[src/rtl/pipeline_ctrl_pkg.sv]
// Shared constants and types for the pipeline stall/flush controller.
// Opcode/ALU encodings, FSM state type and the latch-control bundle.
package pipeline_ctrl_pkg;

    localparam logic [4:0] OP_RTYPE = 5'b00000;
    localparam logic [4:0] OP_LW    = 5'b01000;
    localparam logic [4:0] ALU_MUL  = 5'b00110;
    localparam logic [4:0] ALU_DIV  = 5'b00111;

    typedef enum logic {
        RUN     = 1'b0,
        MD_WAIT = 1'b1
    } state_t;

    typedef struct packed {
        logic pc_we;
        logic fd_we;
        logic dx_we;
        logic xm_we;
        logic mw_we;
        logic fd_flush;
        logic dx_flush;
        logic xm_flush;
    } latch_ctrl_t;

    // Bit order: pc, fd, dx, xm, mw write-enables, then fd, dx, xm flushes.
    localparam latch_ctrl_t CTRL_IDLE     = latch_ctrl_t'(8'b00000_000);
    localparam latch_ctrl_t CTRL_ADVANCE  = latch_ctrl_t'(8'b11111_000);
    localparam latch_ctrl_t CTRL_BRANCH   = latch_ctrl_t'(8'b11111_110);
    localparam latch_ctrl_t CTRL_LOAD_USE = latch_ctrl_t'(8'b00111_010);
    localparam latch_ctrl_t CTRL_MD_HOLD  = latch_ctrl_t'(8'b00011_001);

endpackage

[src/rtl/pipeline_ctrl_md_wait_counter.sv]
// Counts cycles spent waiting on the multiplier/divider.
// terminal is high once the count has reached MD_TIMEOUT-1.
module md_wait_counter #(
    parameter int MD_TIMEOUT = 40
) (
    input  logic clock,
    input  logic reset,
    input  logic clear,
    input  logic enable,
    output logic terminal
);

    localparam int W = (MD_TIMEOUT > 1) ? $clog2(MD_TIMEOUT) : 1;
    localparam logic [W-1:0] LAST = W'(MD_TIMEOUT - 1);

    logic [W-1:0] count;

    // NOTE: sequential state uses non-blocking assignments so every flop samples pre-edge values.
    always_ff @(posedge clock or posedge reset) begin
        if (reset) begin
            count <= '0;
        end else if (clear) begin
            count <= '0;
        end else if (enable && count != LAST) begin
            count <= count + W'(1);
        end
    end

    assign terminal = (count == LAST);

endmodule

[src/rtl/pipeline_ctrl.sv]
// Stall/flush controller for the five-stage pipeline: load-use stalls,
// taken-branch flushes and multiplier/divider sequencing.
import pipeline_ctrl_pkg::*;

module pipeline_ctrl #(
    parameter int MD_TIMEOUT = 40
) (
    input  logic        clock,
    input  logic        reset,
    input  logic [4:0]  fd_opcode,
    input  logic [4:0]  fd_rs,
    input  logic [4:0]  fd_rt,
    input  logic [4:0]  dx_opcode,
    input  logic [4:0]  dx_aluop,
    input  logic [4:0]  dx_rd,
    input  logic        branch_taken,
    input  logic        md_ready,
    output logic        pc_we,
    output logic        fd_we,
    output logic        dx_we,
    output logic        xm_we,
    output logic        mw_we,
    output logic        fd_flush,
    output logic        dx_flush,
    output logic        xm_flush,
    output logic        md_start,
    output logic        md_busy,
    output logic        md_error,
    output logic [31:0] stall_count
);

    state_t      state;
    latch_ctrl_t ctrl;
    logic        multdiv_in_dx;
    logic        load_use;
    logic        cnt_terminal;
    logic        md_release;
    logic        md_timeout;

    // fd_opcode is carried for interface completeness; hazards depend only on the registers.
    logic unused_fd_opcode;
    assign unused_fd_opcode = ^fd_opcode;

    assign multdiv_in_dx = (dx_opcode == OP_RTYPE) &&
                           (dx_aluop == ALU_MUL || dx_aluop == ALU_DIV);
    assign load_use      = (dx_opcode == OP_LW) && (dx_rd != 5'd0) &&
                           (dx_rd == fd_rs || dx_rd == fd_rt);

    // NOTE: every always_comb output gets a default first so no path infers a latch.
    always_comb begin
        ctrl       = CTRL_IDLE;
        md_start   = 1'b0;
        md_busy    = 1'b0;
        md_release = 1'b0;
        md_timeout = 1'b0;
        if (!reset) begin
            unique case (state)
                RUN: begin
                    if (branch_taken) begin
                        ctrl = CTRL_BRANCH;
                    end else if (multdiv_in_dx) begin
                        ctrl     = CTRL_MD_HOLD;
                        md_start = 1'b1;
                    end else if (load_use) begin
                        ctrl = CTRL_LOAD_USE;
                    end else begin
                        ctrl = CTRL_ADVANCE;
                    end
                end
                MD_WAIT: begin
                    md_busy = 1'b1;
                    if (md_ready || cnt_terminal) begin
                        ctrl       = CTRL_ADVANCE;
                        md_release = 1'b1;
                        md_timeout = !md_ready;
                    end else begin
                        ctrl = CTRL_MD_HOLD;
                    end
                end
                default: ctrl = CTRL_IDLE;
            endcase
        end
    end

    md_wait_counter #(
        .MD_TIMEOUT (MD_TIMEOUT)
    ) u_wait_counter (
        .clock    (clock),
        .reset    (reset),
        .clear    (md_start),
        .enable   (md_busy),
        .terminal (cnt_terminal)
    );

    always_ff @(posedge clock or posedge reset) begin
        if (reset) begin
            state       <= RUN;
            md_error    <= 1'b0;
            stall_count <= '0;
        end else begin
            unique case (state)
                RUN:     if (md_start)   state <= MD_WAIT;
                MD_WAIT: if (md_release) state <= RUN;
                default: state <= RUN;
            endcase
            if (md_timeout) md_error <= 1'b1;
            if (!ctrl.pc_we && stall_count != 32'hFFFF_FFFF)
                stall_count <= stall_count + 32'd1;
        end
    end

    assign pc_we    = ctrl.pc_we;
    assign fd_we    = ctrl.fd_we;
    assign dx_we    = ctrl.dx_we;
    assign xm_we    = ctrl.xm_we;
    assign mw_we    = ctrl.mw_we;
    assign fd_flush = ctrl.fd_flush;
    assign dx_flush = ctrl.dx_flush;
    assign xm_flush = ctrl.xm_flush;

endmodule

[config.mk]
export PLATFORM = sky130hd
export DESIGN_NAME = pipeline_ctrl
export DESIGN_NICKNAME = d
export VERILOG_FILES = /design/src/rtl/pipeline_ctrl_pkg.sv /design/src/rtl/pipeline_ctrl_md_wait_counter.sv /design/src/rtl/pipeline_ctrl.sv
export SDC_FILE = /design/constraint.sdc
export NUM_CORES = 1
export LEC_CHECK = 0
export CORE_MARGIN = 1.5
export CORE_UTILIZATION = 51
export CTS_BUF_LIST = sky130_fd_sc_hd__clkbuf_4
export CTS_CLUSTER_DIAMETER = 30
export DETAILED_ROUTE_END_ITERATION = 10
export GPL_ROUTABILITY_DRIVEN = 0
export PLACE_DENSITY = 0.88
export SYNTH_ARGS = -nofsm -noshare
export SYNTH_HDL_FRONTEND = slang
export SYNTH_SLANG_ARGS = --single-unit
[constraint.sdc]
create_clock -name clock -period 8.5 [get_ports clock]
set_input_delay 1.7 -clock clock [delete_from_list [all_inputs] [get_ports clock]]
set_output_delay 1.7 -clock clock [all_outputs]
set_load 0.01 [all_outputs]
---- Word level (Yosys, flattened, before mapping) ----
Cells that the tools add are included.
cells by class
  add/sub/neg operators ................... 2
  multipliers ............................. 0
  divide/modulo/power cells ............... 0
  magnitude comparators ................... 0
  equal/unequal tests ..................... 8
  shifts and indexed selects .............. 0
  multiplexer cells ....................... 23
  bitwise operators ....................... 1
  reduce and logical (&&, ||, !) cells .... 13
operators by type and width
  kind                                                  number
  2-to-1 mux 8 bit                                      5
  adder 32 x 1 -> 32 bit (second input constant)        1
  inequality test 32 bit (second input constant)        1
  one-hot mux 8 bit (2 select lines)                    1
  2-to-1 mux 1 bit                                      14
  2-to-1 mux 6 bit                                      2
  equality test 5 x 3 -> 1 bit (second input constant)  2
  equality test 5 bit                                   2
  adder 6 x 1 -> 6 bit (second input constant)          1
  equality test 6 bit (second input constant)           1
  inequality test 6 bit (second input constant)         1
  equality test 5 x 4 -> 1 bit (second input constant)  1
  logical AND 1 bit                                     5
  logical NOT 5 bit                                     1
  nonzero test 5 bit                                    1
  logical OR 1 bit                                      3
  logical NOT 1 bit                                     2
  one-hot mux 1 bit (2 select lines)                    1
  nonzero test 2 bit                                    1
  NOT 1 bit                                             1
storage, ports and cells
  register bits ........................... 40
  bits in latches ......................... 0
  memory bits (writable) .................. 0
  bits in read-only memories .............. 0
  input port bits ......................... 34
  output and inout bits ................... 43
  memories ................................ 0

---- Logic depth before layout (Yosys ltp) ----
  word-level depth ........................ 10
  gate-level depth with buffers ........... 8
  depth with buffers taken out ............ 7

---- Modules after synthesis ----
Synthesis repeated with hierarchy kept, for this count alone.
second synthesis, totals
  cells, all modules ...................... 237
  area total of the unflattened synthesis .. 2313.5 um2
modules (own cells, without submodules)
  module           times used  cells each  area an instance (um2)  seq. area each (um2)
  pipeline_ctrl    1           196         1950.6                  850.8
  md_wait_counter  1           41          362.8                   150.1

---- Worst setup path after synthesis ----
Ideal clock, no wire load.
  kind .................................... input to output
  start ................................... input port reset
  end ..................................... output port pc_we
  arrival time ............................ 3.672 ns
  slack ................................... 3.128 ns
  stages on the path ...................... 5
  path buffers ............................ 2
  path through ............................ inv_1 o311ai_2 a21oi_2 buf_2 buf_4
on the way
  cells in the longest elaborated chain, start to end .. 1
ends and longest elaborated chain
  element           RTL line             text
  from (decl)       pipeline_ctrl.sv:9   input logic reset,
  2-to-1 mux 8 bit  pipeline_ctrl.sv:56  if (!reset) begin
  to (decl)         pipeline_ctrl.sv:18  output logic pc_we,
No other way between the ends.

---- Worst setup path after layout ----
  start ................................... input port dx_rd[0]
  end ..................................... output port fd_we
on the way
  cells in the longest elaborated chain, start to end .. 8
  elaborated cells between the ends (all ways) .. 11
ends and longest elaborated chain
  element                                                    RTL line                                  text
  from (decl)                                                pipeline_ctrl.sv:15                       input logic [4:0] dx_rd,
  equality test 5 bit or nonzero test 5 bit (tied branches)  pipeline_ctrl.sv:47, pipeline_ctrl.sv:46
  logical OR 1 bit or logical AND 1 bit (tied branches)      pipeline_ctrl.sv:47, pipeline_ctrl.sv:46
  logical AND 1 bit (*)                                      pipeline_ctrl.sv:46                       assign load_use = (dx_opcode == OP_LW) && (dx_rd != 5'd0) &&
  2-to-1 mux 8 bit (*)                                       pipeline_ctrl.sv:64                       end else if (load_use) begin
  2-to-1 mux 8 bit (*)                                       pipeline_ctrl.sv:61                       end else if (multdiv_in_dx) begin
  2-to-1 mux 8 bit (*)                                       pipeline_ctrl.sv:59                       if (branch_taken) begin
  one-hot mux 8 bit (2 select lines) (*)                     pipeline_ctrl.sv:57                       unique case (state)
  2-to-1 mux 8 bit (*)                                       pipeline_ctrl.sv:56
  to (decl)                                                  pipeline_ctrl.sv:19                       output logic fd_we,
Every way passes the cells marked *; elsewhere a longest branch is shown, timed or not.

==> metrics.txt <==
ANT nets after route 0; Root Driver clkbuf_4; Worst-path clk slew 100 ps; Setup Skew 11.4 ps; clk_lat worst skew 350 ps; WP data arrival 4180 ps; register area share after synthesis 0.426; first-pass GRT wire length 8.52 mm; Unique masters post-synth 37; final HPWL from detailed placement 3.78 mm; Site Rows 24; pin count of the biggest net entering global routing 45; via/cell ratio 5.53; Mapped Cells 229; vias in the first global route 1,862; Worst Tran Pin Value 1190 ps; htree depth 2; Tot GR Track Use 0.214; RSZ-0062 raised after global routing no; Routed WL per cell 14.5 µm; I/O pin count 77; Avg Inst Size Synth 10.3 µm²; CTS tree built; FFs w/ async S/R, synth 1.00; CTS Buffer Depth 2; Setup TNS Final 0 ps; CP startpoint kind input pin; Post-CTS Hold Buffers 0; filler cell count 342; die width 70.8 µm; Via Count 1,953; aggregate global routing overflow 0; Synth area leader dfrtp_1; Final min period 5880 ps; Final Setup Violations 0; routed wire length on met3 300 µm; final hold viol count 0; DRT met1 WL 2.16 mm; drt initial violations 199; Setup Buffers After CTS 0; Util after Layout 0.715; DRC viols 0; footprint of the multi-input gates 1270 µm²; Buffers on Ports 70; outcome finished, final reports clean; CTS buffer count 5; commonest non-fill, non-tap cell in the layout clkdlybuf4s50_1; fin crit share 0.692; Synth Warn # 0; core footprint 4380 µm²; register area 1000 µm²; number of max-cap violations 0; Synth area leaders dfrtp_1, xor2_1, nor4_2, xnor2_1, nand3_1; crit-path max FO 33; post-synthesis register bit count 40; Max Freq 170 MHz; Final Net Count 337; Synth top area share 0.426; area grow syn2layout 33.5%; max-slew violation count 0; min-delay worst type reg2reg; layout cell share with drive strength beyond 1 0.116; most frequent cells in the layout clkdlybuf4s50_1, dfrtp_1, xor2_1; leak pwr 1.20 nW; slew margin rel. 0.200; clock sink count 40; CP endpoint kind primary output; post-cts sizing count 0; Mapped Area 2350 µm²; DR pass1 iterations 4; CP Class in2out; Synthesized Nets 265; initial core utilization 0.535; Cell Pwr Density 171 nW/µm²; wire length on met2 2.60 mm; maximum vdd drop 0.0775 mV; uppermost layer routed met4; Die H 70.8 µm; CP required 6800 ps; diodes inserted 0; Post-synth EDFFs 0; area of the die 5020 µm²; Top FF cell, synth dfrtp_1; R2R setup slack 5320 ps; WL final 5.12 mm; antenna violations before repair 0
kinds of logic (layout without fill, tap and decap cells):
| kind of cell | count (synthesis) | in the layout | share of synthesized area |
|---|---|---|---|
| AOI/OAI and AO/OA | 9 | 9 | 0.0272 |
| and+or+nand+nor | 115 | 115 | 0.315 |
| DFF | 40 | 40 | 0.426 |
| adders and majority gates | 2 | 2 | 0.0107 |
| muxes | 3 | 3 | 0.0139 |
| buffers and inverters | 15 | 87 | 0.0389 |
| xor gates and xnor gates | 45 | 45 | 0.168 |
through the flow:
step / hold WS [ps] / cell area (µm²) / power (mW) / instances / setup WS (ps)
floorplan: 493 / 2350 / 0.346 / 229 / 3130
global placement: 451 / 3080 / 0.441 / 346 / 2630
detailed placement: 461 / 3080 / 0.448 / 346 / 2610
finish: 486 / 3130 / 0.535 / 353 / 2620
global route: 514 / 3130 / 0.565 / 353 / 2500
CTS: 493 / 3130 / 0.539 / 353 / 2610
state kept, by name, summed over array words and instances (netlist names):
name	cells
md_error	1
state	1
u_wait_counter.count	6
stall_count	32
worst max-delay path: stages:
cell and delay (ps):
clkdlybuf4s50_1 480, or4_1 530, o21ai_1 170, nor4_1 110
a21oi_4 150, buf_4 400, clkdlybuf4s50_1 620
final cells by class:
| type | count | area share |
|---|---|---|
| Multi-Input combinational cell | 174 | 0.405 |
| Sequential cell | 40 | 0.319 |
| Timing Repair Buffer | 73 | 0.231 |
| Tap cell | 52 | 0.0208 |
| Clock buffer | 6 | 0.0144 |
| Inverter | 7 | 0.00839 |
| Clock inverter | 1 | 0.00160 |
cells in the mapped netlist (3+ instances only):
cell type   n
nand3_1    16
nor2_1     19
buf_4       5
or3_1       4
xor2_1     30
nor3b_1     3
xnor2_1    15
nor3_1     11
nor4_2     13
dfrtp_1    40
nor3_2      4
and3_1      5
nand4_1     9
nand2_1    19
inv_1       7
layer usage:
layer,vias up,GRT usage
li1,947,-
met3,6,0.0584
met4,0,0.0629
met2,59,0.358
met1,941,0.273
met5,-,0
where the power goes:
part	total (mW)	switching [mW]	internal, mW
Sequential	0.266	0.0440	0.222
Clock	0.0923	0.0586	0.0337
Combinational	0.177	0.0756	0.102
Total	0.535	0.178	0.357
worst paths after layout:
path / depth (start not counted) / endpoint / start
min in group asynchronous: 3 / stall_count[30] / reset
min reg2reg: 1 / md_error / md_error
min: 1 / md_error / md_error
max: 7 / fd_we / dx_rd[0]
max in group asynchronous: 3 / u_wait_counter.count[2] / reset
max reg2reg: 7 / stall_count[1] / stall_count[4]
Note: power is estimated with default switching activity, not from simulation.
